### config.mk
export PLATFORM = sky130hd
export DESIGN_NAME = agu_stream
export DESIGN_NICKNAME = d
export VERILOG_FILES = /design/src/rtl/agu_pkg.sv /design/src/rtl/agu_loop_cnt.sv /design/src/rtl/agu_stream.sv
export SDC_FILE = /design/constraint.sdc
export NUM_CORES = 1
export LEC_CHECK = 0
export ABC_CLOCK_PERIOD_IN_PS = 16900
export BUFFER_PORTS_ARGS = -buffer_cell sky130_fd_sc_hd__buf_2
export CAP_MARGIN = 0
export CELL_PAD_IN_SITES_DETAIL_PLACEMENT = 1
export CELL_PAD_IN_SITES_GLOBAL_PLACEMENT = 1
export CORE_UTILIZATION = 49
export CTS_BUF_LIST = sky130_fd_sc_hd__clkbuf_8 sky130_fd_sc_hd__clkbuf_16
export DETAILED_ROUTE_END_ITERATION = 6
export GPL_TIMING_DRIVEN = 1
export PLACE_DENSITY = 0.93
export SYNTH_ARGS = -nofsm -noshare
export SYNTH_HDL_FRONTEND = slang
export SYNTH_SLANG_ARGS = --single-unit
### constraint.sdc
create_clock -name clk -period 16.9 [get_ports clk]
set_input_delay 3.38 -clock clk [delete_from_list [all_inputs] [get_ports clk]]
set_output_delay 3.38 -clock clk [all_outputs]
set_load 0.05 [all_outputs]
### src/rtl/agu_pkg.sv
// Shared types and default widths for the streaming 2D address generator.
package agu_pkg;

  localparam int AGU_IDX_W      = 11;
  localparam int AGU_CNT_W      = 11;
  localparam int AGU_BASE_W     = 20;
  localparam int AGU_ADDR_W     = 32;
  localparam int AGU_ELEM_SHIFT = 2;

  typedef enum logic [1:0] {
    IDLE = 2'd0,
    RUN  = 2'd1,
    DONE = 2'd2
  } agu_state_e;

  typedef struct packed {
    logic [AGU_BASE_W-1:0] base;
    logic [AGU_IDX_W-1:0]  index_0;
    logic [AGU_IDX_W-1:0]  index_1;
    logic [AGU_CNT_W-1:0]  count_0;
    logic [AGU_CNT_W-1:0]  count_1;
    logic [AGU_IDX_W-1:0]  stride_0;
    logic [AGU_IDX_W-1:0]  stride_1;
  } agu_desc_t;

endpackage

### src/rtl/agu_loop_cnt.sv
// Two-level row/column counter; strobes mark the last column, the last element and a column wrap.
module agu_loop_cnt #(
  parameter int CNT_W = 11
) (
  input  logic             clk,
  input  logic             rst,
  input  logic             i_clr,
  input  logic             i_step,
  input  logic [CNT_W-1:0] i_count_0,
  input  logic [CNT_W-1:0] i_count_1,
  output logic             o_row_end,
  output logic             o_last,
  output logic             o_wrap
);

  logic [CNT_W-1:0] r_col;
  logic [CNT_W-1:0] r_row;

  assign o_row_end = (r_col == (i_count_1 - CNT_W'(1)));
  assign o_last    = o_row_end & (r_row == (i_count_0 - CNT_W'(1)));
  assign o_wrap    = i_step & o_row_end;

  always_ff @(posedge clk) begin
    if (rst || i_clr) begin
      r_col <= '0;
      r_row <= '0;
    end else if (i_step) begin
      if (o_row_end) begin
        r_col <= '0;
        if (!o_last) r_row <= r_row + CNT_W'(1);
      end else begin
        r_col <= r_col + CNT_W'(1);
      end
    end
  end

endmodule

### src/rtl/agu_stream.sv
// Streaming 2D address generator: accepts one descriptor, then walks its row/column nest
// emitting one registered byte address per accepted handshake.
module agu_stream
  import agu_pkg::*;
#(
  parameter int IDX_W      = AGU_IDX_W,
  parameter int CNT_W      = AGU_CNT_W,
  parameter int BASE_W     = AGU_BASE_W,
  parameter int ADDR_W     = AGU_ADDR_W,
  parameter int ELEM_SHIFT = AGU_ELEM_SHIFT
) (
  input  logic              clk,
  input  logic              rst,
  input  logic              cfg_valid,
  output logic              cfg_ready,
  input  logic [BASE_W-1:0] cfg_base_adr,
  input  logic [IDX_W-1:0]  cfg_index_0,
  input  logic [IDX_W-1:0]  cfg_index_1,
  input  logic [CNT_W-1:0]  cfg_count_0,
  input  logic [CNT_W-1:0]  cfg_count_1,
  input  logic [IDX_W-1:0]  cfg_stride_0,
  input  logic [IDX_W-1:0]  cfg_stride_1,
  input  logic              abort,
  output logic              addr_valid,
  input  logic              addr_ready,
  output logic [ADDR_W-1:0] address,
  output logic              addr_row_end,
  output logic              addr_last,
  output logic              done
);

  function automatic logic [ADDR_W-1:0] byte_addr(input logic [ADDR_W-1:0] base_ext,
                                                  input logic [ADDR_W-1:0] off);
    return base_ext + (off << ELEM_SHIFT);
  endfunction

  agu_state_e        r_state, w_state_nxt;
  agu_desc_t         w_desc;
  logic [BASE_W-1:0] r_base;
  logic [CNT_W-1:0]  r_count_0, r_count_1;
  logic [IDX_W-1:0]  r_stride_0, r_stride_1;
  logic [ADDR_W-1:0] r_row_off, r_cur_off, r_address;
  logic [ADDR_W-1:0] w_row_off_nxt, w_cur_off_nxt, w_start_off, w_base_ext;
  logic              w_accept, w_hs, w_zero;
  logic              w_row_end, w_last, w_wrap;

  always_comb begin
    w_desc          = '0;
    w_desc.base     = AGU_BASE_W'(cfg_base_adr);
    w_desc.index_0  = AGU_IDX_W'(cfg_index_0);
    w_desc.index_1  = AGU_IDX_W'(cfg_index_1);
    w_desc.count_0  = AGU_CNT_W'(cfg_count_0);
    w_desc.count_1  = AGU_CNT_W'(cfg_count_1);
    w_desc.stride_0 = AGU_IDX_W'(cfg_stride_0);
    w_desc.stride_1 = AGU_IDX_W'(cfg_stride_1);
  end

  // A simultaneous abort wins over the handshake, so the address is not consumed.
  assign w_accept    = cfg_valid & (r_state == IDLE);
  assign w_hs        = (r_state == RUN) & addr_ready & ~abort;
  assign w_zero      = (w_desc.count_0 == '0) | (w_desc.count_1 == '0);
  assign w_start_off = ADDR_W'({1'b0, w_desc.index_0} + {1'b0, w_desc.index_1});
  assign w_base_ext  = w_accept ? ADDR_W'(w_desc.base) : ADDR_W'(r_base);

  agu_loop_cnt #(.CNT_W(CNT_W)) u_loop_cnt (
    .clk       (clk),
    .rst       (rst),
    .i_clr     (w_accept),
    .i_step    (w_hs),
    .i_count_0 (r_count_0),
    .i_count_1 (r_count_1),
    .o_row_end (w_row_end),
    .o_last    (w_last),
    .o_wrap    (w_wrap)
  );

  always_comb begin
    w_state_nxt = r_state;
    case (r_state)
      IDLE: if (w_accept) w_state_nxt = w_zero ? DONE : RUN;
      RUN:  if (abort || (w_hs && w_last)) w_state_nxt = DONE;
      DONE: w_state_nxt = IDLE;
      default: w_state_nxt = IDLE;
    endcase
  end

  always_ff @(posedge clk) begin
    if (rst) r_state <= IDLE;
    else     r_state <= w_state_nxt;
  end

  always_comb begin
    w_row_off_nxt = r_row_off;
    w_cur_off_nxt = r_cur_off;
    if (w_accept) begin
      w_row_off_nxt = w_start_off;
      w_cur_off_nxt = w_start_off;
    end else if (w_wrap) begin
      w_row_off_nxt = r_row_off + ADDR_W'(r_stride_0);
      w_cur_off_nxt = r_row_off + ADDR_W'(r_stride_0);
    end else if (w_hs) begin
      w_cur_off_nxt = r_cur_off + ADDR_W'(r_stride_1);
    end
  end

  // Descriptor fields and offsets are pure datapath and need no reset.
  always_ff @(posedge clk) begin
    if (w_accept) begin
      r_base     <= BASE_W'(w_desc.base);
      r_count_0  <= CNT_W'(w_desc.count_0);
      r_count_1  <= CNT_W'(w_desc.count_1);
      r_stride_0 <= IDX_W'(w_desc.stride_0);
      r_stride_1 <= IDX_W'(w_desc.stride_1);
    end
    r_row_off <= w_row_off_nxt;
    r_cur_off <= w_cur_off_nxt;
  end

  always_ff @(posedge clk) begin
    if (rst)                    r_address <= '0;
    else if (w_accept || w_hs)  r_address <= byte_addr(w_base_ext, w_cur_off_nxt);
  end

  assign cfg_ready    = (r_state == IDLE);
  assign addr_valid   = (r_state == RUN);
  assign addr_row_end = addr_valid & w_row_end;
  assign addr_last    = addr_valid & w_last;
  assign done         = (r_state == DONE);
  assign address      = r_address;

endmodule
======== After elaboration in Yosys (flattened, before gate mapping) ========
Cells that the tools add are included.
storage, ports and cells
  register bits after elaboration ......... 184
  input bits .............................. 91
  output and inout bits ................... 37
  logic and storage cells ................. 58
cells by class
  add/subtract/negate cells ............... 8
  equal/unequal tests ..................... 6
  multiplexer cells ....................... 11
  bitwise logic cells ..................... 10
  reduce and logical (&&, ||, !) cells .... 11
operators with widths
  kind                                                                   number
  32-bit two-way mux                                                     5
  32-bit by 11-bit adder with 32-bit output                              2
  20-bit by 32-bit adder with 32-bit output                              1
  11-bit by 1-bit adder with 11-bit output (second input constant)       2
  11-bit == test                                                         2
  11-bit zero test                                                       2
  11-bit by 1-bit subtractor with 11-bit output (second input constant)  2
  20-bit two-way mux                                                     1
  11-bit by 11-bit adder with 12-bit output                              1
  11-bit two-way mux                                                     1
  1-bit AND                                                              7
  2-bit two-way mux                                                      3
  2-bit by 1-bit != test with 1-bit output (second input constant)       2
  2-bit one-hot mux with 2 select lines                                  1
  1-bit logical OR                                                       3
  3-bit AND reduction                                                    1
  3-bit nonzero test                                                     1
  2-bit by 1-bit == test with 1-bit output (second input constant)       1
  2-bit == test (second input constant)                                  1
  2-bit zero test                                                        1
  1-bit NOT                                                              2
  2-bit AND reduction                                                    1
  2-bit nonzero test                                                     1
  1-bit logical AND                                                      1
  1-bit OR                                                               1

======== Longest topological paths before layout ========
Gate-level depths: netlist of run 1.
  depth after elaboration ................. 7
  gate-level depth with buffers ........... 25
  mapped depth without buffers ............ 24

======== Cells and area by module ========
Synthesis of run 1 repeated with hierarchy kept, for this count alone.
unflattened totals
  cells, all modules ...................... 1209
  area, all modules ....................... 11212.0 sq um
by module, submodules not included
  module        instances  cells each  area an instance (sq um)  sequential area each (sq um)
  agu_stream    1          995         9495.4                    4103.9
  agu_loop_cnt  1          214         1716.6                    440.4

======== Worst setup path before layout of run 1 ========
OpenSTA, ideal clock, no wires.
  path kind ............................... input -> register
  start point ............................. in cfg_valid
  end point ............................... reg r_address[26], in the netlist address[26]
  data arrival time ....................... 9004 ps
  slack ................................... 7811 ps
  cell stages on the path ................. 21
  path buffers ............................ 4
  cells stage by stage .................... nand2_1 inv_1 clkbuf_1 clkbuf_1 buf_1 clkbuf_1 nand2_1 nand2_1 ha_1 inv_1 fa_1 nor2b_1 o21a_1 o21ai_0 a21boi_0 a21o_1 a31oi_1 o21a_1 nor4_2 xnor2_1 a211oi_1
between the ends
  word-level cells in the longest chain between the ends .. 3
  elaborated cells on any way between the ends .. 5
  classes of those cells .................. add/sub: 1; mux: 2; bitwise: 1; reduce/logical: 1
RTL lines
  what                                                      RTL line                            text
  from (decl)                                               agu_stream.sv:14                    input logic cfg_valid,
  1-bit AND *                                               agu_stream.sv:59                    assign w_accept = cfg_valid & (r_state == IDLE);
  net u_loop_cnt.i_clr                                      agu_loop_cnt.sv:7                   input logic i_clr,
  20-bit two-way mux or 32-bit two-way mux (tied branches)  agu_stream.sv:63, agu_stream.sv:95
  20-bit by 32-bit adder with 32-bit output                 agu_stream.sv:34                    return base_ext + (off << ELEM_SHIFT);
  to (signal assigned)                                      agu_stream.sv:121                   else if (w_accept || w_hs) r_address <= byte_addr(w_base_ext, w_cur_off_nxt);
  to (decl)                                                 agu_stream.sv:42                    logic [ADDR_W-1:0] r_row_off, r_cur_off, r_address;
Mark *: on every way through the listed nets, which the timed path passes. The rest lies on a longest branch.
A chain may end at the register's enable or synchronous reset.

======== Worst setup path after layout of run 1 ========
  start point ............................. in cfg_index_0[0]
  end point ............................... reg r_address[29], in the netlist address[29]
between the ends
  word-level cells in the longest chain between the ends .. 3
RTL lines
  what                                       RTL line          text
  from (decl)                                agu_stream.sv:17  input logic [IDX_W-1:0] cfg_index_0,
  11-bit by 11-bit adder with 12-bit output  agu_stream.sv:62  assign w_start_off = ADDR_W'({1'b0, w_desc.index_0} + {1'b0, w_desc.index_1});
  32-bit two-way mux                         agu_stream.sv:95  if (w_accept) begin
  net w_cur_off_nxt[10]                      agu_stream.sv:43  logic [ADDR_W-1:0] w_row_off_nxt, w_cur_off_nxt, w_start_off, w_base_ext;
  20-bit by 32-bit adder with 32-bit output  agu_stream.sv:34
The timed path passes the listed nets, and every way through them passes these cells.

==> results of run 1 <==
## per-layer routing
layer	global-route usage, %	wire, um	part of all wire (%)
met1	33.36	12740	40
met2	55.14	16700	52
met3	4.726	1394	4.4
met4	13.83	1178	3.7
met5	0	0	0
## layout by cell type (no fill, tap or decap), types with 7 or more instances in the layout
cell / netlist / final
edfxtp_1: 94 / 94
a211oi_1: 20 / 20
mux2i_1: 11 / 11
o21bai_1: 7 / 7
nand2_1: 178 / 177
o211ai_1: 10 / 10
or3_1: 18 / 18
buf_2: 0 / 127
buf_4: 1 / 11
inv_1: 40 / 39
nor3_1: 22 / 21
and3_1: 20 / 20
nor2b_1: 8 / 8
o21ai_0: 49 / 49
xnor2_1: 81 / 81
ha_1: 55 / 55
nor2_1: 100 / 100
a21oi_1: 94 / 94
nand3_1: 29 / 29
a21o_1: 21 / 21
nand4_1: 19 / 19
dfxtp_1: 86 / 86
and2_1: 7 / 7
nor4_1: 12 / 12
clkbuf_16: 0 / 18
nand2b_1: 9 / 9
xor2_1: 39 / 39
## layout make-up
class / count / area (um2) / area share, %
clock buffers: 18 / 450.4 / 3.687
flip-flops and latches: 180 / 4544 / 37.19
multi-input cells: 908 / 5831 / 47.72
well taps: 275 / 344.1 / 2.816
clock inverters: 14 / 150.1 / 1.229
inverters: 40 / 152.6 / 1.249
repair buffers: 139 / 745.7 / 6.103
## power groups by stage
stage,combinational (mW),clock (mW),sequential [mW]
final,0.458,0.415,0.546
after floorplan,0.285,0,0.584
after global placement,0.421,0,0.552
after detailed placement,0.441,0,0.554
after CTS,0.452,0.418,0.546
after global routing,0.498,0.436,0.550
## synth_stat cells (all sizes together), types with 14 or more instances
cell type | instances | area share (%)
nor2 | 100 | 3.5
xnor2 | 81 | 6.7
and3 | 20 | 1.2
a21o | 21 | 1.5
dfxtp | 86 | 16
inv | 40 | 1.4
nor4 | 14 | 1.0
nand3 | 29 | 1.4
or3 | 18 | 1.1
a211oi | 21 | 1.5
nand4 | 19 | 1.1
o21ai | 50 | 2.3
nand2 | 178 | 6.3
clkbuf | 31 | 1.1
edfxtp | 94 | 26
ha | 55 | 6.5
xor2 | 39 | 3.2
nor3 | 23 | 1.2
a21oi | 95 | 4.5
## logic make-up after synthesis
| logic type | Yosys count | synth area share [%] |
|---|---|---|
| multiplexers | 11 | 1.033 |
| XOR/XNOR | 120 | 9.863 |
| flip-flops | 180 | 42.64 |
| AO/OA/AOI/OAI | 264 | 16.00 |
| adder cells (fa/ha/maj) | 59 | 7.209 |
| buffers and inverters | 78 | 2.853 |
| AND/OR/NAND/NOR | 454 | 20.39 |
## worst max path at each step
stage	from	endpoint	cells past startpoint
3_3_place_gp	cfg_index_0[0]	address[29]$_SDFFE_PP0P_	24
2_1_floorplan	cfg_valid	address[26]$_SDFFE_PP0P_	21
5_1_grt	cfg_index_0[0]	address[29]$_SDFFE_PP0P_	24
3_5_place_dp	cfg_index_0[0]	address[31]$_SDFFE_PP0P_	24
4_1_cts	cfg_valid	address[29]$_SDFFE_PP0P_	20
6_report	cfg_index_0[0]	address[29]$_SDFFE_PP0P_	24
## state kept, by name, summed over array words and instances (netlist names)
register	count
address	32
r_base	20
r_count_0	11
r_count_1	11
r_cur_off	30
r_row_off	30
r_state	2
r_stride_0	11
r_stride_1	11
u_loop_cnt.r_col	11
u_loop_cnt.r_row	11
## critical path, cell delays in order
cell      delay, ns
buf_2          0.10
ha_1           0.22
fa_1           0.41
a21o_1         0.18
a21oi_1        0.26
o21bai_1       0.10
a21oi_1        0.24
o21bai_1       0.12
a21oi_1        0.23
o21ai_0        0.14
xor2_1         0.16
nand2_1        0.11
o21ai_0        0.15
ha_1           0.39
a21oi_1        0.16
o21ai_0        0.13
or3_1          0.32
o21bai_1       0.27
o21ai_0        0.15
a21o_1         0.22
a21oi_1        0.39
nor3_1         0.19
a31o_2         0.28
a311oi_1       0.26
==> results.txt, run 1 <==
Final Max Tran Viols - 0
Area Growth Syn to Fin - 14.65%
layout cells sized above 1 - 15.01%
synth unique cells - 76
ys flop type - edfxtp_1
Setup Viol. Count Final - 0
Fin Setup TNS - 0 ns
Final WS setup - 8.691 ns
placed cells - 1541
pre-CTS setup slack - 8.243 ns
Logic pwr share - 32.3%
HP Class - register to register
R2R depth - 23
Vias - 9488
Clock Skews - 0.01323 ns
Post-synth ARST share - 0%
Fillers - 2483
ANT cells - 0
switching share of total power - 36.32%
average size of a mapped cell - 9.139 um2
GR Overflow Total - 0
Hold WS - 0.4526 ns
DIE WIDTH - 149.5 um
Netlist Area Pre-Place - 0.01066 mm2
Critical R2R Capture - address[29]$_SDFFE_PP0P_
post-CTS setup buffer count - 0
P per Cell Area - 116.1 mW/mm2
crit path launch type - primary input
row count - 53
post-cts sizing count - 0
Max rail drop VDD - 0.06515 mV
worst reg2reg path startpoint - r_count_1[0]$_DFFE_PP_
Cells after Synth - 1166
Die Area - 0.02234 mm2
critical path arrival - 8.56 ns
Rel. slew slack - 43.82%
hold path startpoint - address[13]$_SDFFE_PP0P_
largest fanout on the critical path - 6
final cell count without fillers - 1574
Seq pwr share - 38.5%
Worst-path clk slew - 0.07 ns
DRC Markers - 0
hpwl dp - 22950 um
antenna violations before repair - 0
flop2flop setup slack - 10.63 ns
TritonCTS clock tree - yes
Synth warnings - 0
core outline area - 0.02115 mm2
hold buffer count at cts - 0
clock share of power - 29.2%
clock tree root buffer cell - clkbuf_16
routed wire length per instance - 20.33 um
Design Area, Final - 0.01222 mm2
fin crit share - 48.58%
Post-Syn Nets - 1316
utilization after layout - 57.76%
IO Port Bufs - 127
total power - 1.418 mW
worst-skew pair later-pin latency - 0.45 ns
fmax - 121.8 MHz
final hold violation count - 0
crit end category - register
Critical Path RT - 17.25 ns
gr usage total - 29.86%
WHS Path Cells - 2
Worst-Margin Slew - 0.8321 ns
drt pass-1 iters - 5
CP Class - primary input to register
outcome - finished, final reports clean
Initial Util - 50.38%
die height - 149.5 um
RSZ-0062 raised after global routing - false
Iter 0 DRT Violations - 631
antenna-violating nets left - 0
number of flops mapped to enable cells by yosys - 94
H-tree Lvls - 4
largest net degree at the start of global routing - 61
switching pwr - 0.5152 mW
CTS Buf Count - 17
# IOs - 128
clock sinks - 180
Leak Pwr - 4.981 nW
vias per inst - 6.028
vias in the first global route - 10220
final wirelength - 32010 um
Final Wtd Congestion - 0.9006
Int Pwr - 0.9031 mW
max-cap violations - 0
#FFs+latches synth - 180
NumNets Final - 1436
Post-DP Area - 0.01159 mm2
min Tclk post-route - 8.209 ns
first-pass GRT wire length - 51680 um
Min-Delay Endpoint - address[13]$_SDFFE_PP0P_
clk buf depth - 2
register area share after synthesis - 42.64%
Note: power is estimated with default switching activity, not from simulation.
==> run 2: changes to the inputs <==
- ABC_CLOCK_PERIOD_IN_PS: 16900 -> 6830
- CORE_UTILIZATION: 49 -> 41
- PLACE_DENSITY: 0.93 -> 0.84
- clock period: 16.9 -> 6.83 ns (I/O delays scaled with it)
==> run 2 against run 1 <==
  * Core utilization down 9.3 points
  * Critical path depth unchanged
  * Global-route usage shrank 5.8 points
  * Non-clock buffer count is the same
  * Sequential share of layout area fell by 0.16 points
  * Clock power increased by 150%
  * Via count is 1.6% lower
  * Power is 150% higher
  * Die area increased by 19%
  * Combinational power grew 140%
  * Final area grew 0.42%
  * Highest routed layer is now met5
==> results.txt, run 2 (synthesis gave the netlist of run 1 again) <==
outcome - finished, final reports clean
Critical R2R Capture - address[29]$_SDFFE_PP0P_
Initial Util - 42.08%
Die Area - 0.02664 mm2
Rel. slew slack - 16.11%
drt pass-1 iters - 5
hpwl dp - 23080 um
Worst-path clk slew - 0.08 ns
HP Class - register to register
Min-Delay Endpoint - address[4]$_SDFFE_PP0P_
IO Port Bufs - 127
Max rail drop VDD - 0.1460 mV
largest fanout on the critical path - 6
core outline area - 0.02533 mm2
Iter 0 DRT Violations - 514
die height - 163.2 um
crit path launch type - primary input
most frequent cells in the layout - nand2_1, buf_2, nor2_1, a21oi_1, edfxtp_1
CP Class - primary input to register
fmax - 156.1 MHz
Critical Path RT - 7.17 ns
Slowest-stage cell, CP - fa_1
Reg area - 0.004544 mm2
R2R depth - 24
Fin Setup TNS - 0 ns
hold path startpoint - address[4]$_SDFFE_PP0P_
post-cts sizing count - 0
Fillers - 2989
TritonCTS clock tree - yes
WHS Path Cells - 2
gr usage total - 24.09%
hold buffer count at cts - 0
post-CTS setup buffer count - 0
Vias - 9334
critical path arrival - 6.75 ns
RSZ-0062 raised after global routing - false
Worst-Margin Slew - 1.257 ns
row count - 58
antenna violations before repair - 2
slowest stage delay, CP - 0.41 ns
crit end category - register
worst reg2reg path startpoint - r_stride_0[0]$_DFFE_PP_
Leak Pwr - 4.981 nW
flop2flop setup slack - 0.57 ns
Clock Skews - 0.01750 ns
ANT cells - 0
Final Max Tran Viols - 0
vias in the first global route - 9888
max-cap violations - 0
# IOs - 128
worst-skew pair later-pin latency - 0.45 ns
final hold violation count - 0
clk buf depth - 2
area of the multi-input gates - 0.005831 mm2
NumNets Final - 1436
Critical Path Most Common Cell - a21oi_1
DIE WIDTH - 163.2 um
utilization after layout - 48.44%
Top delay family on crit path - compound AO/OA/AOI/OAI gates
GR Overflow Total - 0
CP Cell Sequence - buf_2 > ha_1 > fa_1 > a21o_1 > a21oi_1 > o21bai_1 > a21oi_1 > o21bai_1 > a21oi_1 > o21ai_0 > xor2_1 > nand2_1 > o21ai_0 > ha_1 > a21oi_1 > o21ai_0 > or3_1 > o21bai_1 > o21ai_0 > a21o_1 > a21oi_1 > nor3_1 > a31o_2 > a311oi_1
routed wire length per instance - 19.15 um
min Tclk post-route - 6.408 ns
clock sinks - 180
Setup Viol. Count Final - 0
number of flip-flops in the largest register - 32
total power - 3.482 mW
vias per inst - 5.730
final wirelength - 31200 um
clock tree root buffer cell - clkbuf_16
H-tree Lvls - 4
P per Cell Area - 283.8 mW/mm2
DRC Markers - 0
CTS Buf Count - 17
largest net degree at the start of global routing - 55
Final Wtd Congestion - 0.8828
Area Growth Syn to Fin - 15.13%
antenna-violating nets left - 0
fin crit share - 93.82%
commonest non-fill, non-tap cell in the layout - nand2_1
layout cells sized above 1 - 15.01%
first-pass GRT wire length - 50090 um
CP bufs+invs - 1
[run 2: cell types whose count changed in the layout (fill, tap and decap cells not counted)]
cell,change
buf_16,-1
buf_4,+1
bufinv_16,-1
clkinv_2,-3
clkinv_4,-2
clkinv_8,+1
clkinvlp_4,-2
inv_4,+1
inv_6,+4
inv_8,+2
[run 2: cell type report]
type	count	share of cell area, %
Timing Repair Buffer	139	5.915
Multi-Input combinational cell	908	47.52
Tap cell	330	3.365
Clock inverter	14	1.244
Clock buffer	18	3.671
Sequential cell	180	37.04
Inverter	40	1.244
[run 2: layer usage]
metal	GRT usage (%)	vias to the layer above	part of all wire, %
met5	0	-	0.035
met4	9.728	2	3.0
met3	3.936	76	4.3
met2	43.80	248	51
met1	27.86	4560	41
li1	-	4448	-
[run 2: how the worst max path moves through the flow]
stage,start,endpoint,slack (ns),cells after the start
finish,cfg_index_0[0],address[29]$_SDFFE_PP0P_,0.42,24
global route,cfg_index_0[0],address[29]$_SDFFE_PP0P_,0.11,24
CTS,cfg_index_0[0],address[29]$_SDFFE_PP0P_,0.51,24
detailed placement,cfg_index_0[0],address[29]$_SDFFE_PP0P_,0.20,24
global placement,cfg_index_0[0],address[29]$_SDFFE_PP0P_,0.51,24
floorplan,cfg_valid,address[26]$_SDFFE_PP0P_,0.78,21
[run 2: tightest hold or removal path, cell delays in order (launching register included)]
cell     delay, ns
dfxtp_1       0.31
nand2_1       0.05
a21oi_1       0.05
[run 2: per-stage QoR]
stage	setup WS, ns	cell area, um2	hold slack [ns]	instances
after floorplan	0.7787	10660	0.4705	1166
after global placement	0.5131	11670	0.4393	1597
after detailed placement	0.1960	11670	0.4419	1597
after CTS	0.5103	12270	0.4522	1629
after global routing	0.1120	12270	0.4609	1629
final	0.4223	12270	0.4492	1629
[run 2: where the power goes]
part           switching, mW  internal, mW  leakage (nW)  total, mW
logic                  0.704         0.399          3.08       1.10
clock network          0.489         0.542         0.295       1.03
registers             0.0798          1.27          1.61       1.35
